[src/rtl/mem_access_unit_if.sv]
// Data-memory bus between the M-stage load/store unit and memory.
// Request/grant on the way out, rvalid/rdata/err coming back.
interface mem_access_unit_if;
    logic        dmem_req_o;
    logic        dmem_we_o;
    logic [31:0] dmem_addr_o;
    logic [3:0]  dmem_be_o;
    logic [31:0] dmem_wdata_o;
    logic        dmem_gnt_i;
    logic        dmem_rvalid_i;
    logic [31:0] dmem_rdata_i;
    logic        dmem_err_i;

    modport master (
        output dmem_req_o, dmem_we_o, dmem_addr_o, dmem_be_o, dmem_wdata_o,
        input  dmem_gnt_i, dmem_rvalid_i, dmem_rdata_i, dmem_err_i
    );

    modport slave (
        input  dmem_req_o, dmem_we_o, dmem_addr_o, dmem_be_o, dmem_wdata_o,
        output dmem_gnt_i, dmem_rvalid_i, dmem_rdata_i, dmem_err_i
    );
endinterface

[src/rtl/mem_access_unit.sv]
// Memory-stage load/store unit: turns M-stage load/store control into a bus
// transaction, stalls until it completes and formats the returned load data.
module mem_access_unit #(
    parameter int unsigned MAX_WAIT = 255
) (
    input  logic        clk,
    input  logic        rst_n,
    input  logic        ValidM,
    input  logic        MemReadM,
    input  logic        MemWriteM,
    input  logic [2:0]  Funct3M,
    input  logic [31:0] ALUResultM,
    input  logic [31:0] WriteDataM,
    output logic [31:0] RdataM,
    output logic        StallM,
    output logic        LoadMisalignM,
    output logic        StoreMisalignM,
    output logic        AccessFaultM,
    mem_access_unit_if.master dmem
);

    localparam int unsigned CntW = $clog2(MAX_WAIT + 1);

    typedef enum logic [1:0] {StIdle, StReq, StWait, StResp} state_e;

    state_e          state_q, state_d;
    logic [CntW-1:0] cnt_q, cnt_d, cnt_inc;
    logic            fault_q, fault_d;
    logic [31:0]     rdata_q, rdata_d;
    logic            req_q, req_d, we_q, we_d;
    logic [31:0]     addr_q, addr_d, wdata_q, wdata_d;
    logic [3:0]      be_q, be_d;

    logic        access, unsupported, misalign, legal, timeout;
    logic [3:0]  be_calc;
    logic [31:0] wdata_calc, lane, load_fmt;

    assign access      = ValidM & (MemReadM | MemWriteM);
    assign unsupported = MemReadM ? (Funct3M == 3'd3 || Funct3M == 3'd6 || Funct3M == 3'd7)
                                  : (Funct3M >= 3'd3);
    // H and HU share Funct3M[1:0]=01; only W (2) needs full word alignment.
    assign misalign    = ~unsupported &
                         (((Funct3M[1:0] == 2'b01) & ALUResultM[0]) |
                          ((Funct3M == 3'd2) & (ALUResultM[1:0] != 2'b00)));
    assign legal       = access & ~misalign & ~unsupported;

    assign LoadMisalignM  = access & MemReadM & misalign;
    assign StoreMisalignM = access & MemWriteM & misalign;
    assign AccessFaultM   = (state_q == StResp) ? fault_q
                          : ((state_q == StIdle) & access & unsupported);
    assign StallM         = (state_q == StIdle) ? legal
                          : ((state_q == StReq) | (state_q == StWait));

    assign cnt_inc = cnt_q + 1'b1;
    assign timeout = (cnt_inc == CntW'(MAX_WAIT));

    always_comb begin
        be_calc    = 4'b1111;
        wdata_calc = WriteDataM;
        unique case (Funct3M[1:0])
            2'b00: begin
                be_calc    = 4'b0001 << ALUResultM[1:0];
                wdata_calc = {4{WriteDataM[7:0]}};
            end
            2'b01: begin
                be_calc    = ALUResultM[1] ? 4'b1100 : 4'b0011;
                wdata_calc = {2{WriteDataM[15:0]}};
            end
            default: ;
        endcase
    end

    assign lane = dmem.dmem_rdata_i >> {ALUResultM[1:0], 3'b000};

    always_comb begin
        load_fmt = lane;
        case (Funct3M)
            3'd0:    load_fmt = {{24{lane[7]}}, lane[7:0]};
            3'd1:    load_fmt = {{16{lane[15]}}, lane[15:0]};
            3'd4:    load_fmt = {24'b0, lane[7:0]};
            3'd5:    load_fmt = {16'b0, lane[15:0]};
            default: load_fmt = lane;
        endcase
    end

    always_comb begin
        state_d = state_q;
        cnt_d   = cnt_q;
        fault_d = fault_q;
        rdata_d = rdata_q;
        req_d   = req_q;
        we_d    = we_q;
        addr_d  = addr_q;
        be_d    = be_q;
        wdata_d = wdata_q;
        unique case (state_q)
            StIdle: begin
                if (legal) begin
                    req_d   = 1'b1;
                    we_d    = MemWriteM;
                    addr_d  = {ALUResultM[31:2], 2'b00};
                    be_d    = be_calc;
                    wdata_d = wdata_calc;
                    cnt_d   = '0;
                    fault_d = 1'b0;
                    state_d = StReq;
                end
            end
            StReq: begin
                cnt_d = cnt_inc;
                if (dmem.dmem_gnt_i) begin
                    req_d   = 1'b0;
                    state_d = StWait;
                end else if (timeout) begin
                    req_d   = 1'b0;
                    fault_d = 1'b1;
                    state_d = StResp;
                end
            end
            StWait: begin
                cnt_d = cnt_inc;
                if (dmem.dmem_rvalid_i) begin
                    if (MemReadM) rdata_d = load_fmt;
                    fault_d = dmem.dmem_err_i;
                    state_d = StResp;
                end else if (timeout) begin
                    if (MemReadM) rdata_d = '0;
                    fault_d = 1'b1;
                    state_d = StResp;
                end
            end
            StResp: state_d = StIdle;
            default: state_d = StIdle;
        endcase
    end

    always_ff @(posedge clk or negedge rst_n) begin
        if (!rst_n) begin
            state_q <= StIdle;
            cnt_q   <= '0;
            fault_q <= 1'b0;
            rdata_q <= '0;
            req_q   <= 1'b0;
            we_q    <= 1'b0;
            addr_q  <= '0;
            be_q    <= '0;
            wdata_q <= '0;
        end else begin
            state_q <= state_d;
            cnt_q   <= cnt_d;
            fault_q <= fault_d;
            rdata_q <= rdata_d;
            req_q   <= req_d;
            we_q    <= we_d;
            addr_q  <= addr_d;
            be_q    <= be_d;
            wdata_q <= wdata_d;
        end
    end

    assign RdataM            = rdata_q;
    assign dmem.dmem_req_o   = req_q;
    assign dmem.dmem_we_o    = we_q;
    assign dmem.dmem_addr_o  = addr_q;
    assign dmem.dmem_be_o    = be_q;
    assign dmem.dmem_wdata_o = wdata_q;

endmodule

[src/flat_wrapper.sv]
// flat-port wrapper written by rule: the top's interface ports become plain ports
module mem_access_unit_flat 
#(
    parameter int unsigned MAX_WAIT = 255
)
  (clk, rst_n, ValidM, MemReadM, MemWriteM, Funct3M, ALUResultM, WriteDataM, RdataM, StallM, LoadMisalignM, StoreMisalignM, AccessFaultM, dmem_dmem_req_o, dmem_dmem_we_o, dmem_dmem_addr_o, dmem_dmem_be_o, dmem_dmem_wdata_o, dmem_dmem_gnt_i, dmem_dmem_rvalid_i, dmem_dmem_rdata_i, dmem_dmem_err_i);
  mem_access_unit_if dmem_i ();
  input  logic clk;
  input  logic rst_n;
  input  logic ValidM;
  input  logic MemReadM;
  input  logic MemWriteM;
  input  logic [2:0] Funct3M;
  input  logic [31:0] ALUResultM;
  input  logic [31:0] WriteDataM;
  output logic [31:0] RdataM;
  output logic StallM;
  output logic LoadMisalignM;
  output logic StoreMisalignM;
  output logic AccessFaultM;
  output wire logic [$bits(dmem_i.dmem_req_o)-1:0] dmem_dmem_req_o;
  output wire logic [$bits(dmem_i.dmem_we_o)-1:0] dmem_dmem_we_o;
  output wire logic [$bits(dmem_i.dmem_addr_o)-1:0] dmem_dmem_addr_o;
  output wire logic [$bits(dmem_i.dmem_be_o)-1:0] dmem_dmem_be_o;
  output wire logic [$bits(dmem_i.dmem_wdata_o)-1:0] dmem_dmem_wdata_o;
  input wire logic [$bits(dmem_i.dmem_gnt_i)-1:0] dmem_dmem_gnt_i;
  input wire logic [$bits(dmem_i.dmem_rvalid_i)-1:0] dmem_dmem_rvalid_i;
  input wire logic [$bits(dmem_i.dmem_rdata_i)-1:0] dmem_dmem_rdata_i;
  input wire logic [$bits(dmem_i.dmem_err_i)-1:0] dmem_dmem_err_i;
  assign dmem_dmem_req_o = dmem_i.dmem_req_o;
  assign dmem_dmem_we_o = dmem_i.dmem_we_o;
  assign dmem_dmem_addr_o = dmem_i.dmem_addr_o;
  assign dmem_dmem_be_o = dmem_i.dmem_be_o;
  assign dmem_dmem_wdata_o = dmem_i.dmem_wdata_o;
  assign dmem_i.dmem_gnt_i = dmem_dmem_gnt_i;
  assign dmem_i.dmem_rvalid_i = dmem_dmem_rvalid_i;
  assign dmem_i.dmem_rdata_i = dmem_dmem_rdata_i;
  assign dmem_i.dmem_err_i = dmem_dmem_err_i;
  mem_access_unit #(.MAX_WAIT(MAX_WAIT)) u_core (.clk(clk), .rst_n(rst_n), .ValidM(ValidM), .MemReadM(MemReadM), .MemWriteM(MemWriteM), .Funct3M(Funct3M), .ALUResultM(ALUResultM), .WriteDataM(WriteDataM), .RdataM(RdataM), .StallM(StallM), .LoadMisalignM(LoadMisalignM), .StoreMisalignM(StoreMisalignM), .AccessFaultM(AccessFaultM), .dmem(dmem_i));
endmodule
[config.mk]
export PLATFORM = sky130hd
export DESIGN_NAME = mem_access_unit_flat
export DESIGN_NICKNAME = d
export VERILOG_FILES = /design/src/rtl/mem_access_unit_if.sv /design/src/rtl/mem_access_unit.sv /design/src/flat_wrapper.sv
export SDC_FILE = /design/constraint.sdc
export NUM_CORES = 1
export LEC_CHECK = 0
export ABC_AREA = 1
export BUFFER_PORTS_ARGS = -buffer_cell sky130_fd_sc_hd__buf_2
export CELL_PAD_IN_SITES_DETAIL_PLACEMENT = 1
export CELL_PAD_IN_SITES_GLOBAL_PLACEMENT = 1
export CORE_MARGIN = 2
export CORE_UTILIZATION = 25
export DETAILED_ROUTE_END_ITERATION = 7
export PLACE_DENSITY = 0.57
export SYNTH_ARGS = -nofsm -noshare
export SYNTH_HDL_FRONTEND = slang
export SYNTH_SLANG_ARGS = --single-unit
[constraint.sdc]
create_clock -name clk -period 2.9 [get_ports clk]
set_input_delay 0.58 -clock clk [delete_from_list [all_inputs] [get_ports clk]]
set_output_delay 0.58 -clock clk [all_outputs]
set_load 0.02 [all_outputs]
* Yosys cells after proc, flatten, opt, wreduce, memory -nomap -nowiden
Index checks and enable logic that the tools add are counted.
Storage, ports and cells: flip-flop bits (word level) 111, word-level logic and storage cells 90, bits of input ports 107
Cells by class: $lt $le $gt $ge 1, eq/ne operators 17, bitwise logic cells 17, shift operators 2, reductions and logical operators 16, mux-type cells 27, add/sub/neg operators 1
Operator list (count):
- 2-to-1 mux 32 bit | 4
- one-hot mux 32 bit (4 select lines) | 1
- one-hot mux 32 bit (2 select lines) | 1
- right shift 32 x 5 -> 32 bit | 1
- one-hot mux 8 bit (2 select lines) | 1
- AND 1 bit | 12
- equality test 3 bit (second input constant) | 4
- 2-to-1 mux 1 bit | 10
- adder 8 x 1 -> 8 bit (second input constant) | 1
- equality test 8 bit (second input constant) | 1
- 2-to-1 mux 2 bit | 4
- 2-to-1 mux 8 bit | 1
- one-hot mux 2 bit (4 select lines) | 1
- one-hot mux 4 bit (2 select lines) | 1
- nonzero test 2 bit | 4
- equality test 3 x 2 -> 1 bit (second input constant) | 2
- != test 2 bit (second input constant) | 3
- AND reduction 3 bit | 2
- equality test 2 x 1 -> 1 bit (second input constant) | 2
- equality test 2 bit (second input constant) | 2
- zero test 2 bit | 2
- 2-to-1 mux 4 bit | 1
- AND reduction 2 bit | 2
- AND reduction 4 bit | 1
- 13 further kinds | 17

* Depth between registers and ports, before layout
Gate-level depths: netlist of run 1.
word-level depth 11, mapped depth 13

* Least setup slack after synthesis of run 1
OpenSTA, ideal clock, no wires.
kind register to output, start point register u_core.state_q[0], end point output AccessFaultM, arrival 1739 ps, path slack 581 ps, stages on the path, launching flop included 5, required time 2320 ps, cells stage by stage dfrtp_1 inv_1 ha_1 inv_1 o41ai_1
Between the ends: word-level cells in the longest chain between the ends 4
Ends and longest elaborated chain:
- start, declared | RTL line mem_access_unit.sv:26 | state_e state_q, state_d;
- start signal, assigned | RTL line mem_access_unit.sv:139 | state_q <= StIdle;
- start signal, assigned | RTL line mem_access_unit.sv:149 | state_q <= state_d;
- zero test 2 bit | RTL line mem_access_unit.sv:50 | : ((state_q == StIdle) & access & unsupported);
- AND 1 bit (2 in a row) | RTL line mem_access_unit.sv:50
- 2-to-1 mux 1 bit (*) | RTL line mem_access_unit.sv:49 | assign AccessFaultM = (state_q == StResp) ? fault_q
- end, declared | RTL line flat_wrapper.sv:20 | output logic AccessFaultM;
Every way passes the cells marked *; elsewhere a longest branch is shown, timed or not.

* Worst setup path in the final report of run 1
Ends and elaborated chain as after synthesis.

==> flow_summary_export.csv, run 1 <==
group,metric,value,unit
status,outcome,"finished clean",
floorplan,dieHeight,156,µm
clock_network,cts_resized,0,
yosys,yosysWarnings,0,
timing,fin_tns_setup,0,ps
drt,drtIter0Drc,199,
timing,finalWorstSetupSlack,182,ps
timing,min_period_over_period,93.7,%
critical_path,r2r_end,"u_core.RdataM[19]",
critical_path,max_stage_delay,450,ps
placed_design,portBuffers,210,
finish,fin_util,32.7,%
clock_network,cts_max_level,3,
drt,drt-total-wl,20100,µm
placed_design,placed_cell_area,7110,µm²
critical_path,path_buf_inv,3,
clock_network,cts_hold_buf,0,
floorplan,die_area,24400,µm²
yosys,synthCells,725,
worst_hold_path,hold_class,"primary input to asynchronous set/reset pin",
power_and_ir_drop,total_power,7.09,mW
grt,use_met2,27.2,%
timing,fmax,0.368,GHz
clock_network,cts_buffers,9,
floorplan,die_w,156,µm
timing,drv_slew,0,
power_and_ir_drop,peakVddDrop,287,µV
drt,drt_pre_antenna_iters,4,
clock_network,cts.clk_slew.worst_paths,80,ps
critical_path,arrival,2140,ps
floorplan,pin_count,213,
grt,grt_max_degree,75,
drt,drc_errors,0,
finish,diodes,0,
finish,nNetsFinal,1037,
timing,worst_pin_slew,793,ps
yosys,avgSynthCellArea,8.00,µm²
yosys,ys_types,38,
timing,hold_violations,0,
clock_network,clock_sinks,111,
critical_path,crit_path_end_kind,"output port",
timing,slew_headroom,47.2,%
timing,rsz0062_at_grt,"false",
yosys,yosysMostFrequentCell,"nand2_1",
critical_path,critPathRequiredTime,2320,ps
floorplan,initial_utilization,25.5,%
yosys,ys_seq_area_share,47.9,%
finish,drive_above_1_share,32.5,%
placed_design,place_ws,242,ps
grt,grt.overflow.total,0,
yosys,synth_edf_count,0,
critical_path,rr_worst_depth,12,
yosys,synth_top_area_share,47.9,%
grt,use_met3,3.90,%
yosys,synthTopCellsByArea,"dfrtp_1, nand2_1, o21ai_2, o21ai_0, buf_6",
clock_network,cts_root_buffer,"clkbuf_16",
clock_network,clk_latency,360,ps
run,drv_cap,0,
drt,antenna_left,0,
finish,area_growth,28.2,%
grt,top_usage_layer,"met2",
power_and_ir_drop,powerDensity,954,nW/µm²
drt,wl_per_cell,16.5,µm
grt,grt_use_total,16.4,%
yosys,synth_common_cells,"nand2_1, dfrtp_1, o21ai_0, o21ai_2, inv_1",
placed_design,hpwl,15100,µm
clock_network,cts_tree,"built",
yosys,synth_top_cell_by_area,"dfrtp_1",
critical_path,critPathKind,"register to output port",
timing,min_period,2720,ps
floorplan,core,22700,µm²
drt,via_per_inst,4.55,
critical_path,crit_chain,"inv_1 -> ha_1 -> inv_1 -> o41ai_1 -> buf_2",
timing,fin_worst_skew,11.3,ps
grt,grt_pass1_wl,31300,µm
critical_path,critPathMostFrequentCell,"inv_1",
drt,vias,5521,
yosys,ys_seq_elements,111,
clock_network,postCtsSetupBuffers,0,
floorplan,rows,55,
grt,grt_antenna_before_repair,0,
finish,finish.instance_area,7430,µm²
clock_network,cts_max_path_buffers,2,
yosys,async_flop_share,100,%
power_and_ir_drop,p_leak,3.93,nW
grt,first_global_vias,5671,
placed_design,place.gp.congestion,0.786,
yosys,synth_area,5800,µm²
critical_path,start_kind,"register",
critical_path,cpMaxStageDelayCell,"o41ai_1",
critical_path,critPathMaxFanout,6,
critical_path,rrSetupSlack,610,ps
critical_path,cp_top_family,"buffers and inverters",
critical_path,rr_startpoint,"u_core.cnt_q[1]",
yosys,synth_flop_cell,"dfrtp_1",
timing,setup_viol,0,
grt,met1_usage,21.5,%
how the worst max path moves through the flow:
stage / start / end / slack [ps] / cells past startpoint
CTS: u_core.state_q[0] / AccessFaultM / 150 / 5
global placement: Funct3M[0] / u_core.dmem.dmem_req_o / 330 / 11
floorplan: u_core.state_q[0] / AccessFaultM / 580 / 4
global route: u_core.state_q[0] / AccessFaultM / 50 / 5
finish: u_core.state_q[0] / AccessFaultM / 180 / 5
detailed placement: Funct3M[0] / u_core.dmem.dmem_req_o / 240 / 11
state kept, by name, summed over array words and instances, names as in the netlist:
| signal | count |
|---|---|
| u_core.RdataM | 32 |
| u_core.dmem.dmem_wdata_o | 32 |
| u_core.dmem.dmem_addr_o | 30 |
| u_core.cnt_q | 8 |
| u_core.dmem.dmem_be_o | 4 |
| u_core.state_q | 2 |
| u_core.dmem.dmem_req_o | 1 |
| u_core.dmem.dmem_we_o | 1 |
| u_core.fault_q | 1 |
cells in the final DEF, fill, tap and decap left out, types with 2 or more instances in the layout:
| cell type | n |
|---|---|
| o21ai_0 | 36 |
| nor2_1 | 23 |
| conb_1 | 2 |
| mux2i_1 | 2 |
| a31oi_1 | 12 |
| nor3_1 | 2 |
| buf_2 | 209 |
| inv_2 | 5 |
| a22oi_1 | 4 |
| dfrtp_1 | 111 |
| o21ai_2 | 33 |
| nand3_2 | 3 |
| nand2_4 | 2 |
| nor2_4 | 2 |
| nand4_1 | 2 |
| o211ai_1 | 8 |
| clkinv_8 | 2 |
| ha_1 | 7 |
| nor2_2 | 3 |
| o31ai_1 | 5 |
| buf_4 | 17 |
| o22ai_1 | 5 |
| inv_6 | 2 |
| nand3_1 | 24 |
| buf_12 | 3 |
| inv_1 | 29 |
| nand2_2 | 2 |
| clkbuf_16 | 9 |
| o21ai_1 | 13 |
| a21oi_1 | 18 |
| nand2_1 | 322 |
metal layers:
layer / part of all wire, % / up-vias
met1: 46 / 2609
met5: 0 / -
li1: - / 2730
met2: 46 / 167
met4: 1.5 / 0
met3: 6.3 / 15
worst register-to-register path: stages, from the launching register on:
cell and delay [ps]:
dfrtp_1 450, ha_1 250, nand3_1 150, nand2_1 70, nand2_1 90, nand3_1 120
nor2_2 110, nand2_2 120, nand2_4 100, nand3_4 270, buf_12 300, nand2_1 110
o21ai_2 50
per-stage QoR:
step | hold slack (ps) | cells
after floorplan | 284 | 726
after global placement | 457 | 1197
after detailed placement | 460 | 1197
after CTS | 230 | 1213
after global routing | 250 | 1213
final | 214 | 1213
power by group:
part           internal [mW]  total (mW)  leakage (nW)  switching [mW]
Sequential              2.21        2.61          1.41           0.398
Clock                  0.700        1.38         0.154           0.678
Combinational           1.04        3.10          2.36            2.06
cell type report:
type / count / area, µm²
Tap cell: 285 / 357
Clock buffer: 9 / 225
Inverter: 35 / 134
Sequential cell: 111 / 2780
Multi-Input combinational cell: 537 / 2610
Clock inverter: 7 / 98.8
Fill cell: 2765 / 15300
Timing Repair Buffer: 229 / 1230
cell families (layout without fill, tap and decap cells):
kind of cell	after synthesis	after routing	share of synthesized area (%)
compound gates	138	138	15.6
fa+ha+maj	7	7	1.51
buf+inv	78	280	7.21
flops	111	111	47.9
mux	2	2	0.345
other cells	1	2	0.0647
simple gates	388	388	27.4
Note: power is estimated with default switching activity, not from simulation.
==> run 2, diff against run 1 <==
clock period = 3.2 ns   (was 2.9 ns; I/O delays follow)
==> flow_summary_export.csv, run 2 (synthesized netlist as in run 1, its figures left out) <==
group,metric,value,unit
placed_design,place.gp.congestion,0.793,
timing,fin_tns_setup,0,ps
grt,grt.overflow.total,0,
finish,area_growth,27.0,%
grt,grt_max_degree,75,
finish,diodes,0,
critical_path,r2r_end,"u_core.RdataM[29]",
finish,layout_commonest_cell,"nand2_1",
drt,drtIter0Drc,186,
floorplan,rows,55,
drt,vias,5514,
drt,via_per_inst,4.57,
timing,setup_viol,0,
timing,fin_worst_skew,12.2,ps
timing,min_period,2800,ps
clock_network,cts_hold_buf,0,
power_and_ir_drop,peakVddDrop,287,µV
status,outcome,"finished clean",
critical_path,rrSetupSlack,830,ps
clock_network,cts_max_level,3,
critical_path,rr_startpoint,"u_core.cnt_q[1]",
floorplan,initial_utilization,25.5,%
grt,grt_pass1_wl,31200,µm
critical_path,rr_worst_depth,11,
clock_network,cts_buffers,9,
drt,antenna_left,0,
drt,drt-total-wl,19900,µm
finish,final_cell_mix,"nand2_1, buf_2, dfrtp_1",
run,drv_cap,0,
finish,fillers,2832,
grt,grt_antenna_before_repair,1,
clock_network,cts_max_path_buffers,2,
floorplan,die_w,156,µm
drt,drc_errors,0,
clock_network,cts_root_buffer,"clkbuf_16",
critical_path,critPathRequiredTime,2560,ps
timing,min_period_over_period,87.5,%
timing,slew_headroom,58.6,%
placed_design,portBuffers,210,
timing,worst_pin_slew,621,ps
worst_hold_path,hold_class,"primary input to asynchronous set/reset pin",
placed_design,place_inst,1190,
finish,layout.cells.non_filler,1206,
clock_network,cts.clk_slew.worst_paths,80,ps
critical_path,crit_start,"u_core.state_q[0]",
placed_design,hpwl,14800,µm
clock_network,postCtsSetupBuffers,0,
critical_path,critPathKind,"register to output port",
timing,rsz0062_at_grt,"false",
timing,drv_slew,0,
floorplan,dieHeight,156,µm
grt,first_global_vias,5645,
clock_network,clk_latency,370,ps
floorplan,core,22700,µm²
critical_path,arrival,2160,ps
power_and_ir_drop,p_leak,3.89,nW
finish,fin_util,32.4,%
critical_path,start_kind,"register",
critical_path,critPathMaxFanout,6,
floorplan,die_area,24400,µm²
timing,hold_violations,0,
finish,drive_above_1_share,32.0,%
drt,wl_per_cell,16.5,µm
critical_path,crit_path_end_kind,"output port",
timing,fmax,0.357,GHz
grt,grt_use_total,16.3,%
clock_network,clock_sinks,111,
finish,nNetsFinal,1030,
floorplan,pin_count,213,
power_and_ir_drop,powerDensity,864,nW/µm²
clock_network,cts_tree,"built",
clock_network,cts_resized,0,
drt,drt_pre_antenna_iters,4,
timing,hold-worst-slack,183,ps
run 2: cell types whose count changed in the layout (fill, tap and decap cells not counted), sizes merged:
cell / previous run / this run
inv: 38 / 40
buf: 229 / 222
bufinv: 1 / 0
clkinvlp: 1 / 0
run 2: area by class of cell:
cell class	instances	area [µm²]	area share, %
clock buffers	9	225	3.06
inverters	35	134	1.82
well taps	285	357	4.84
multi-input cells	537	2610	35.4
clock inverters	7	81.3	1.10
repair buffers	222	1180	16.0
flip-flops and latches	111	2780	37.7
run 2: worst max path at each step:
stage                     slack [ps]           end
after global routing             280  AccessFaultM
after CTS                        340  AccessFaultM
after global placement           640        StallM
after detailed placement         600        StallM
after floorplan                  790  AccessFaultM
final                            400  AccessFaultM
run 2: report_power, final:
part           leakage, nW  switching (mW)  internal, mW  total, mW
registers             1.41           0.370          2.01       2.38
clock network        0.150           0.634         0.566       1.20
logic                 2.33            1.85         0.933       2.79
run 2: critical path: stages, from the launching register on:
cell,delay [ps]
dfrtp_1,440
inv_1,150
ha_1,380
inv_1,140
o41ai_1,450
buf_2,240
run 2: layer usage:
layer	up-vias	wire, µm	track usage, %
met2	154	9190	26.6
met4	2	323	5.07
met1	2626	9130	21.4
met3	20	1300	4.04
met5	-	11	0
li1	2712	-	-
run 2: metrics by stage:
step           area, µm²  setup WS (ps)  power [mW]
2_1_floorplan       5800            791        4.15
3_3_place_gp        7060            642        5.20
3_5_place_dp        7060            604        5.24
4_1_cts             7360            342        6.47
5_1_grt             7360            283        6.84
6_report            7360            401        6.36
